[src/rtl/iomem_ctrl.sv]
// iomem_ctrl: sequencing controller between the picosoc iomem master port and
// NSLOTS memory-mapped peripherals.
//
// Each access walks IDLE -> ACCESS -> RESP -> IDLE. In IDLE the address page
// addr[31:24] is decoded against BASE_PAGE..BASE_PAGE+NSLOTS-1. The request is
// then forwarded to the matching slave as a registered one-hot select, and the
// master receives a single-cycle m_ready pulse with the read data.
//
// An unmapped page still passes through ACCESS for one cycle, but with no
// slave selected. It completes with zero data, so it has the same two-cycle
// minimum latency as a mapped access and the CPU never hangs.
//
// Optional feature, macro IOMEM_CTRL_TIMEOUT_EN:
//   When defined, an 8-bit saturating counter runs in ACCESS. If the selected
//   slave has not answered by the time the counter reaches TIMEOUT, the access
//   is forced to complete with ERR_DATA and the sticky timeout_seen flag is
//   set. When undefined, ACCESS waits for s_ready indefinitely and
//   timeout_seen is tied low.
module iomem_ctrl #(
    parameter int          NSLOTS    = 4,
    parameter logic [7:0]  BASE_PAGE = 8'h03,
    parameter int          TIMEOUT   = 255,
    parameter logic [31:0] ERR_DATA  = 32'hDEADBEEF
) (
    input  logic                   clk,
    input  logic                   resetn,
    input  logic                   m_valid,
    output logic                   m_ready,
    input  logic [3:0]             m_wstrb,
    input  logic [31:0]            m_addr,
    input  logic [31:0]            m_wdata,
    output logic [31:0]            m_rdata,
    output logic [NSLOTS-1:0]      s_sel,
    output logic [3:0]             s_wstrb,
    output logic [23:0]            s_addr,
    output logic [31:0]            s_wdata,
    input  logic [NSLOTS-1:0]      s_ready,
    input  logic [NSLOTS*32-1:0]   s_rdata,
    output logic                   timeout_seen
);

    typedef enum logic [1:0] {
        ST_IDLE   = 2'd0,
        ST_ACCESS = 2'd1,
        ST_RESP   = 2'd2
    } state_t;

    state_t              state_reg;
    logic                m_ready_reg;
    logic [31:0]         m_rdata_reg;
    logic [NSLOTS-1:0]   s_sel_reg;
    logic [3:0]          s_wstrb_reg;
    logic [23:0]         s_addr_reg;
    logic [31:0]         s_wdata_reg;

    logic [NSLOTS-1:0]   page_hit;
    logic [31:0]         slot_rdata [NSLOTS];
    logic [31:0]         sel_rdata;
    logic                sel_ready;

`ifdef IOMEM_CTRL_TIMEOUT_EN
    localparam logic [7:0] TIMEOUT_CNT = 8'(TIMEOUT);
    logic [7:0]          cnt_reg;
    logic                timeout_seen_reg;
`endif

    // Per-slot page decode and read-data gating by the registered select.
    genvar gi;
    generate
        for (gi = 0; gi < NSLOTS; gi++) begin : g_slot
            assign page_hit[gi]   = (m_addr[31:24] == BASE_PAGE + 8'(gi));
            assign slot_rdata[gi] = s_sel_reg[gi] ? s_rdata[32*gi +: 32] : 32'h0;
        end
    endgenerate

    // Select is one-hot, so OR-ing the gated slot data is a plain mux.
    always_comb begin
        sel_rdata = 32'h0;
        for (int i = 0; i < NSLOTS; i++) begin
            sel_rdata = sel_rdata | slot_rdata[i];
        end
    end

    // Only the ready bit of the currently selected slave counts.
    assign sel_ready = |(s_sel_reg & s_ready);

    // Access sequencer: decode, forward, wait, and issue the one-cycle response.
    always_ff @(posedge clk or negedge resetn) begin
        if (!resetn) begin
            state_reg   <= ST_IDLE;
            m_ready_reg <= 1'b0;
            m_rdata_reg <= 32'h0;
            s_sel_reg   <= '0;
            s_wstrb_reg <= 4'h0;
            s_addr_reg  <= 24'h0;
            s_wdata_reg <= 32'h0;
`ifdef IOMEM_CTRL_TIMEOUT_EN
            cnt_reg          <= 8'h0;
            timeout_seen_reg <= 1'b0;
`endif
        end else begin
            case (state_reg)
                ST_IDLE: begin
                    m_ready_reg <= 1'b0;
                    if (m_valid) begin
                        state_reg <= ST_ACCESS;
`ifdef IOMEM_CTRL_TIMEOUT_EN
                        cnt_reg   <= 8'h0;
`endif
                        if (|page_hit) begin
                            s_sel_reg   <= page_hit;
                            s_wstrb_reg <= m_wstrb;
                            s_addr_reg  <= m_addr[23:0];
                            s_wdata_reg <= m_wdata;
                        end else begin
                            // Unmapped: no slave selected, write dropped, reads return zero.
                            s_sel_reg   <= '0;
                            m_rdata_reg <= 32'h0;
                        end
                    end
                end
                ST_ACCESS: begin
                    if (s_sel_reg == '0) begin
                        state_reg   <= ST_RESP;
                        m_ready_reg <= 1'b1;
                    end else if (sel_ready) begin
                        m_rdata_reg <= sel_rdata;
                        s_sel_reg   <= '0;
                        state_reg   <= ST_RESP;
                        m_ready_reg <= 1'b1;
                    end
`ifdef IOMEM_CTRL_TIMEOUT_EN
                    else if (cnt_reg == TIMEOUT_CNT) begin
                        m_rdata_reg      <= ERR_DATA;
                        s_sel_reg        <= '0;
                        timeout_seen_reg <= 1'b1;
                        state_reg        <= ST_RESP;
                        m_ready_reg      <= 1'b1;
                    end else if (cnt_reg != 8'hFF) begin
                        cnt_reg <= cnt_reg + 8'd1;
                    end
`endif
                end
                ST_RESP: begin
                    m_ready_reg <= 1'b0;
                    state_reg   <= ST_IDLE;
                end
                default: begin
                    m_ready_reg <= 1'b0;
                    s_sel_reg   <= '0;
                    state_reg   <= ST_IDLE;
                end
            endcase
        end
    end

    assign m_ready = m_ready_reg;
    assign m_rdata = m_rdata_reg;
    assign s_sel   = s_sel_reg;
    assign s_wstrb = s_wstrb_reg;
    assign s_addr  = s_addr_reg;
    assign s_wdata = s_wdata_reg;

`ifdef IOMEM_CTRL_TIMEOUT_EN
    assign timeout_seen = timeout_seen_reg;
`else
    // Timeout configuration has no effect in this build.
    logic unused_cfg;
    assign unused_cfg   = ^{ERR_DATA, 8'(TIMEOUT)};
    assign timeout_seen = 1'b0;
`endif

endmodule

[config.mk]
export PLATFORM = sky130hd
export DESIGN_NAME = iomem_ctrl
export DESIGN_NICKNAME = d
export VERILOG_FILES = /design/src/rtl/iomem_ctrl.sv
export SDC_FILE = /design/constraint.sdc
export NUM_CORES = 1
export LEC_CHECK = 0
export CORE_AREA = 2 2 118 120
export CTS_CLUSTER_DIAMETER = 30
export DETAILED_ROUTE_END_ITERATION = 8
export DIE_AREA = 0 0 120 122
export GPL_TIMING_DRIVEN = 0
export PLACE_DENSITY_LB_ADDON = 0.3
export SETUP_SLACK_MARGIN = 0.02
export SKIP_CTS_REPAIR_TIMING = 1
export SLEW_MARGIN = 10
export SYNTH_ARGS = -nofsm -noshare
export SYNTH_HDL_FRONTEND = slang
export SYNTH_SLANG_ARGS = --single-unit
[constraint.sdc]
create_clock -name clk -period 2.7 [get_ports clk]
set_input_delay 0.54 -clock clk [delete_from_list [all_inputs] [get_ports clk]]
set_output_delay 0.54 -clock clk [all_outputs]
set_load 0.005 [all_outputs]
* Word level (Yosys, flattened, before mapping)
Cells that the tools add are included.
** Cells by class
- Reduce and logical (&&, ||, !) cells :: 9
- Mux-type cells :: 21
- Equal/unequal tests :: 11
- Bitwise gates (word level) :: 5
** Operators by type and width (number)
- $mux 32 :: 8
- $or 32x32->32 :: 3
- $pmux 32 s2 :: 1
- $eq 8x3->1 const B :: 3
- $mux 4 :: 4
- $pmux 4 s3 :: 1
- $eq 8x2->1 const B :: 1
- $ne 2x2->1 const B :: 4
- $reduce_or 4->1 :: 2
- $mux 2 :: 3
- $reduce_and 5->1 :: 1
- $and 4x4->4 :: 1
- $logic_not 4->1 :: 1
- $pmux 2 s2 :: 1
- $reduce_and 4->1 :: 1
- $mux 1 :: 3
- $ne 3x3->1 const B :: 1
- $reduce_and 3->1 :: 1
- $eq 2x1->1 const B :: 1
- $eq 2x2->1 const B :: 1
- $logic_not 2->1 :: 1
- $reduce_and 2->1 :: 1
- $reduce_bool 2->1 :: 1
- $not 1->1 :: 1
** Storage, ports and cells
- Output and inout bits :: 98
- Word-level logic and storage cells :: 53
- Bits in registers :: 99
- Input port bits :: 203

* Depth between registers and ports, before layout
Gate-level depths: netlist (run 1).
- Depth after elaboration :: 7
- Gate-level depth with buffers :: 6
- Gate-level depth less buffers :: 4

* Worst setup path before layout (run 1)
OpenSTA, ideal clock, no wires.
- Kind :: input -> register
- From :: input port m_addr[29]
- To :: register s_addr_reg[23] (netlist: s_addr[23])
- Slack :: 0.709 ns
- Data required time :: 2.575 ns
- Stages :: 5
- Buffers on the path :: 1
- Library setup time :: 0.125 ns
- Arrival :: 1.866 ns
- Cell sequence :: or4_4 > a211oi_4 > nand2_4 > buf_6 > mux2_4
** Between the ends
- Cells in the longest elaborated chain, start to end :: 3
- Elaborated cells on any way between the ends :: 6
- Those cells by class :: 4 x eq/ne; 2 x reduce/logical
** Ends and longest elaborated chain
- start, declared :: RTL line 30 : input logic [31:0] m_addr,
- $eq 8x2->1 / $eq 8x3->1 (equally long branches) :: RTL line 71 : assign page_hit[gi] = (m_addr[31:24] == BASE_PAGE + 8'(gi));
- $reduce_or 4->1 (*) :: RTL line 110 : if (|page_hit) begin
- $reduce_and 3->1 (no line) (*)
- end signal, assigned :: RTL line 113 : s_addr_reg <= m_addr[23:0];
- end, declared :: RTL line 53 : logic [23:0] s_addr_reg;
Mark *: on every way between the ends. The rest lies on a longest branch, timed or not.
A chain may end at the register's enable or synchronous reset.

* Worst setup path in the final report (run 1)
- From :: input port m_addr[29]
- To :: register m_rdata_reg[2] (netlist: m_rdata[2])
** Between the ends
- Cells in the longest elaborated chain, start to end :: 4
- Elaborated cells on any way between the ends :: 7
- Those cells by class :: 5 x eq/ne; 2 x reduce/logical
** Ends and longest elaborated chain
- $eq 8x2->1 / $eq 8x3->1 (equally long branches) :: RTL line 71
- $reduce_or 4->1 (*) :: RTL line 110
- $ne 2x2->1 (no line) (*)
- $reduce_and 5->1 (no line) (*)
- end signal, assigned :: RTL line 127 : m_rdata_reg <= sel_rdata;
- end, declared :: RTL line 50 : logic [31:0] m_rdata_reg;
Marks and branches as above.

==> results of run 1 <==
-- final cells by class --
class | count | area, µm²
clock buffers | 10 | 239.0
fillers | 1122 | 5490
well taps | 180 | 225.2
flip-flops and latches | 99 | 2477
multi-input cells | 189 | 1832
inverters | 2 | 7.507
clock inverters | 6 | 53.80
plain buffers | 29 | 161.4
repair buffers | 300 | 3018
-- critical path, cell delays in order --
cell             delay (ns)
clkdlybuf4s50_1        0.40
or4_4                  0.52
a211oi_4               0.31
a2111o_1               0.27
buf_2                  0.27
o2bb2ai_1              0.15
-- cell families (layout without fill, tap and decap cells) --
group,count (synthesis),in the layout,synth area share
compound gates,109,109,0.2160
flops,99,99,0.5532
mux,60,60,0.1676
buf+inv,31,347,0.03772
simple gates,19,19,0.02459
other cells,1,1,0.0008374
-- path summary, 6_finish.rpt --
| kind | endpoint | cells after the start | slack, ns | startpoint |
|---|---|---|---|---|
| min reg2reg | m_rdata[30]$_DFFE_PN0P_ | 1 | 0.49 | m_rdata[30]$_DFFE_PN0P_ |
| max reg2reg | m_rdata[2]$_DFFE_PN0P_ | 6 | 0.50 | s_sel[3]$_DFFE_PN0P_ |
| max in group asynchronous | s_wdata[15]$_DFFE_PN0P_ | 2 | 1.80 | resetn |
| min | s_wdata[0]$_DFFE_PN0P_ | 1 | 0.20 | resetn |
| min in group clk | m_rdata[30]$_DFFE_PN0P_ | 1 | 0.49 | m_rdata[30]$_DFFE_PN0P_ |
| max | m_rdata[2]$_DFFE_PN0P_ | 6 | 0.50 | m_addr[29] |
-- cells in the final DEF (no fill, tap or decap), types with 2 or more instances in the layout --
cell type / instances
dfrtp_1: 99
clkbuf_16: 9
a22o_1: 34
a221oi_1: 32
clkbuf_1: 16
buf_1: 3
buf_2: 3
inv_6: 2
clkdlybuf4s50_1: 298
o2bb2ai_1: 32
mux2_2: 40
o41ai_1: 4
mux2_4: 20
clkinv_4: 2
buf_6: 6
buf_4: 2
nor2_1: 3
nand2_1: 6
inv_1: 2
-- power by group through the flow --
stage          sequential (W)  clock (W)  combinational (W)
3_3_place_gp          0.00167          0           0.000753
3_5_place_dp          0.00167          0           0.000769
2_1_floorplan         0.00167          0           0.000177
5_1_grt               0.00166    0.00137           0.000815
4_1_cts               0.00164    0.00130           0.000775
6_report              0.00164    0.00127           0.000765
-- metrics by stage --
stage	power (W)	area (µm²)
detailed placement	0.002440	7721
floorplan	0.001852	4478
global route	0.003846	8014
finish	0.003678	8014
global placement	0.002418	7696
CTS	0.003723	8014
-- layer usage --
| layer | up-vias | track usage | part of all wire |
|---|---|---|---|
| li1 | 1885 | - | - |
| met1 | 2036 | 0.2514 | 0.39 |
| met2 | 206 | 0.3697 | 0.50 |
| met3 | 27 | 0.06227 | 0.087 |
| met4 | 0 | 0.08824 | 0.025 |
| met5 | - | 0 | 0 |
==> impl_metrics.toml, run 1 <==
[hold_path]
hold_class = "in -> async"

[routing]
drt.antenna.violating_nets = 0
initialDrtViolationCount = 178
first_pass_iters = 4
vias = 4154
drc_errors = 0
totalWireLength_mm = 16.01
post_drt_wl_per_cell_um = 19.64
viasPerCell = 5.097

[cells_and_area]
final_cells = 815
layout-drive-gt1-share = 0.1465
nNetsFinal = 833
insertedDiodeCount = 0
final_util = 0.5934
area_growth_pct = 78.96

[power]
power.switching_w = 0.0008856
p_leak_nw = 3.380
p_per_area_nw_per_um2 = 459.0
seqPwrFrac = 0.447
swShare = 0.2408
p_clk_frac = 0.345
vdd_drop_max_mv = 0.3251
pwr-share-comb = 0.208
p_int_w = 0.002793

[synth]
synth-edff-count = 0
synth.area.top_cells = "dfrtp_1 55%, mux2_2 10%, mux2_4 6.7%, a22o_1 6.6%, a221oi_1 6.3%"
postSynthCellCount = 319
avgSynthCellArea_um2 = 14.04
netlist_area_um2 = 4478
yosysMostFrequentCell = "dfrtp_1"
ys_ff_latch = 99
synth_seq_area_share = 0.5532
ys_types = 33
synth_async_sr_flop_share = 1.000
synth_area_leader_cell = "dfrtp_1"
syn-num-nets = 522
synth_flop_cell = "dfrtp_1"
yosysTopAreaCellShare = 0.5532
synthTopCellsByCount = "99 x dfrtp_1, 40 x mux2_2, 34 x a22o_1"
ys_warn_count = 0

[floorplanning]
core_area_um2 = 13500
die_y_um = 122
die_w_um = 120
initial_core_util = 0.3316
die_area_um2 = 14640
rows = 43
io_pins = 301

[worst_setup_path]
arrival_ns = 2.46
criticalPathCategory = "in -> reg"
endpoint_kind = "flip-flop"
critPathLaunchType = "input pin"
crit_fanout = 10
required_ns = 2.96

[timing]
hold_slack_ns = 0.2042
slew_headroom = 0.3758
fmax_mhz = 453.6
tightest_slew_ns = 0.9334
final.setup.worst_slack_ns = 0.4952
fin_crit_ns = 2.205
finalCritPeriodShare = 0.8166
setup_viol = 0
rsz0062_at_grt = "false"
hold_viol = 0
fin_tns_setup_ns = 0
finalMaxSlewViolations = 0
clock-skew-final_ns = 0.01329

[clocking]
htreeDepth = 3
cts_root_buffer = "clkbuf_16"
cts.sinks = 99
numCtsBuffers = 9
clock_latency_ns = 0.35
cts_tree = "done"
path_clk_slew_ns = 0.08
clk_path_buf_depth = 2

[place]
port_buffers = 299
dp_cells = 799
post-dp-hpwl_mm = 12.51
preCtsSetupSlack_ns = 0.1261
gp_congestion = 0.8754

[flow_run]
cap_violations = 0

[status]
outcome = "finished, final reports clean"

[global_route]
grt_overflow = 0
grt_max_degree = 52
grt.total_usage = 0.2147
grt_pass1_vias = 4434
grt_pass1_wl_mm = 24.03
antenna_found_initial = 0
(Power assumes the default switching activity.)
==> run 2: changes to the inputs <==
CORE_AREA = default   (was 2 2 118 120)
CORE_UTILIZATION = 33   (was default)
DIE_AREA = default   (was 0 0 120 122)
clock period = 1.9 ns   (was 2.7 ns; I/O delays follow)
==> run 2 against run 1 <==
Via count hardly changed. Die area is 4.1% lower. Worst hold slack worse by 0.15 ns. First-iteration DRC count is 9.0% lower. Clock-buffer cell count grew 1. Total power rose by 43%. Non-clock buffer count increased by 8. The flow now finishes with violations (negative setup slack). Largest power group unchanged.
==> impl_metrics.toml, run 2 (synthesized netlist as in run 1, its figures left out) <==
[status]
outcome = "finished with violations"
violations = "negative setup slack"

[floorplanning]
initial_core_util = 0.3382
die_area_um2 = 14040
die_w_um = 118.5
core_area_um2 = 13240
io_pins = 301
die_y_um = 118.5
rows = 42

[routing]
first_pass_iters = 4
drc_errors = 0
post_drt_wl_per_cell_um = 19.83
initialDrtViolationCount = 162
vias = 4156
totalWireLength_mm = 16.24
drt.antenna.violating_nets = 0
viasPerCell = 5.074

[cells_and_area]
nNetsFinal = 841
final_cell_mix = "298 x clkdlybuf4s50_1, 98 x dfrtp_1, 40 x mux2_2"
insertedDiodeCount = 0
num-fill-cells = 1037
area_growth_pct = 87.18
final_cells = 819
final_common_cell = "clkdlybuf4s50_1"
layout-drive-gt1-share = 0.2208
final_util = 0.6329

[timing]
final.setup.worst_slack_ns = -0.09904
fmax_mhz = 500.2
slew_headroom = 0.5542
rsz0062_at_grt = "true"
finalCritPeriodShare = 1.052
clock-skew-final_ns = 0.007193
hold_slack_ns = 0.05384
hold_viol = 0
fin_crit_ns = 1.999
setup_viol = 80
tightest_slew_ns = 0.6687
fin_tns_setup_ns = -4.777
finalMaxSlewViolations = 0

[worst_setup_path]
endpoint_kind = "flip-flop"
crit_fanout = 10
arrival_ns = 2.23
rr_worst_depth = 5
crit_cells = 5
required_ns = 2.13
cpMaxStageDelayCell = "or4_4"
crit_family = "simple AND/OR/NAND/NOR gates"
worst_path_largest_cell_delay_ns = 0.58
cp_num_buf_inv = 1
criticalPathCategory = "reg -> reg"
cp_cell_sequence = "or4_4, a211oi_4, nand2_4, buf_6, mux2_4"
critPathLaunchType = "flip-flop"

[global_route]
grt_max_degree = 52
grt_overflow = 0
grt_pass1_wl_mm = 23.77
grt.total_usage = 0.2203
grt_pass1_vias = 4388
antenna_found_initial = 0

[flow_run]
cap_violations = 0

[place]
preCtsSetupSlack_ns = -0.4656
dp_cells = 795
post-dp-hpwl_mm = 12.18
port_buffers = 299
gp_congestion = 0.8888

[power]
p_per_area_nw_per_um2 = 627.2
p_leak_nw = 3.520
vdd_drop_max_mv = 0.7413

[hold_path]
hold_class = "in -> async"

[clocking]
htreeDepth = 3
cts.sinks = 99
cts_root_buffer = "clkbuf_16"
clock_latency_ns = 0.34
clk_path_buf_depth = 2
path_clk_slew_ns = 0.07
numCtsBuffers = 9
cts_tree = "done"
## run 2: final timing paths
| kind | from | slack [ns] | to |
|---|---|---|---|
| setup / recovery | state_reg[1]$_DFFE_PN0P_ | -0.1 | s_addr[18]$_DFFE_PN0P_ |
| hold / removal | resetn | 0.05 | s_wstrb[3]$_DFFE_PN0P_ |
| setup reg to reg | state_reg[1]$_DFFE_PN0P_ | -0.1 | s_addr[18]$_DFFE_PN0P_ |
| hold reg to reg | m_rdata[9]$_DFFE_PN0P_ | 0.50 | m_rdata[9]$_DFFE_PN0P_ |
| max in group asynchronous | resetn | 1.15 | state_reg[0]$_DFFE_PN0P_ |
| min in group clk | m_rdata[9]$_DFFE_PN0P_ | 0.50 | m_rdata[9]$_DFFE_PN0P_ |
## run 2: report_power, final
part | internal [W] | switching [W] | total [W]
clock | 0.000882 | 0.000781 | 0.00166
combinational | 0.000877 | 0.000381 | 0.00126
sequential | 0.00226 | 0.0000803 | 0.00234
total | 0.00401 | 0.00124 | 0.00526
## run 2: final cells by class
type,instances,area [µm²],share of cell area
timing repair buffer,308,3128,0.3732
inverter,2,7.507,0.0008957
multi-input combinational,189,2077,0.2478
clock inverter,5,30.03,0.003583
sequential,99,2479,0.2957
clock buffer,11,232.7,0.02777
buffer,29,207.7,0.02478
tap,176,220.2,0.02627
## run 2: per-stage QoR
stage,area (µm²),power [W]
floorplan,4478,0.002632
global route,8382,0.005465
finish,8382,0.005257
CTS,7979,0.005146
detailed placement,7716,0.003464
global placement,7691,0.003426
## run 2: per-layer routing
layer / global-route usage / part of all wire / routed length [µm]
met1: 0.2499 / 0.39 / 6259
met4: 0.07911 / 0.024 / 390
met2: 0.3938 / 0.52 / 8381
met5: 0 / 0 / 0
met3: 0.06178 / 0.075 / 1212
## run 2: worst reg2reg max path, cell delays in order (launching register included)
cell      delay [ns]
dfrtp_1         0.41
or4_4           0.58
a211oi_4        0.25
nand2_4         0.16
buf_6           0.19
mux2_4          0.30
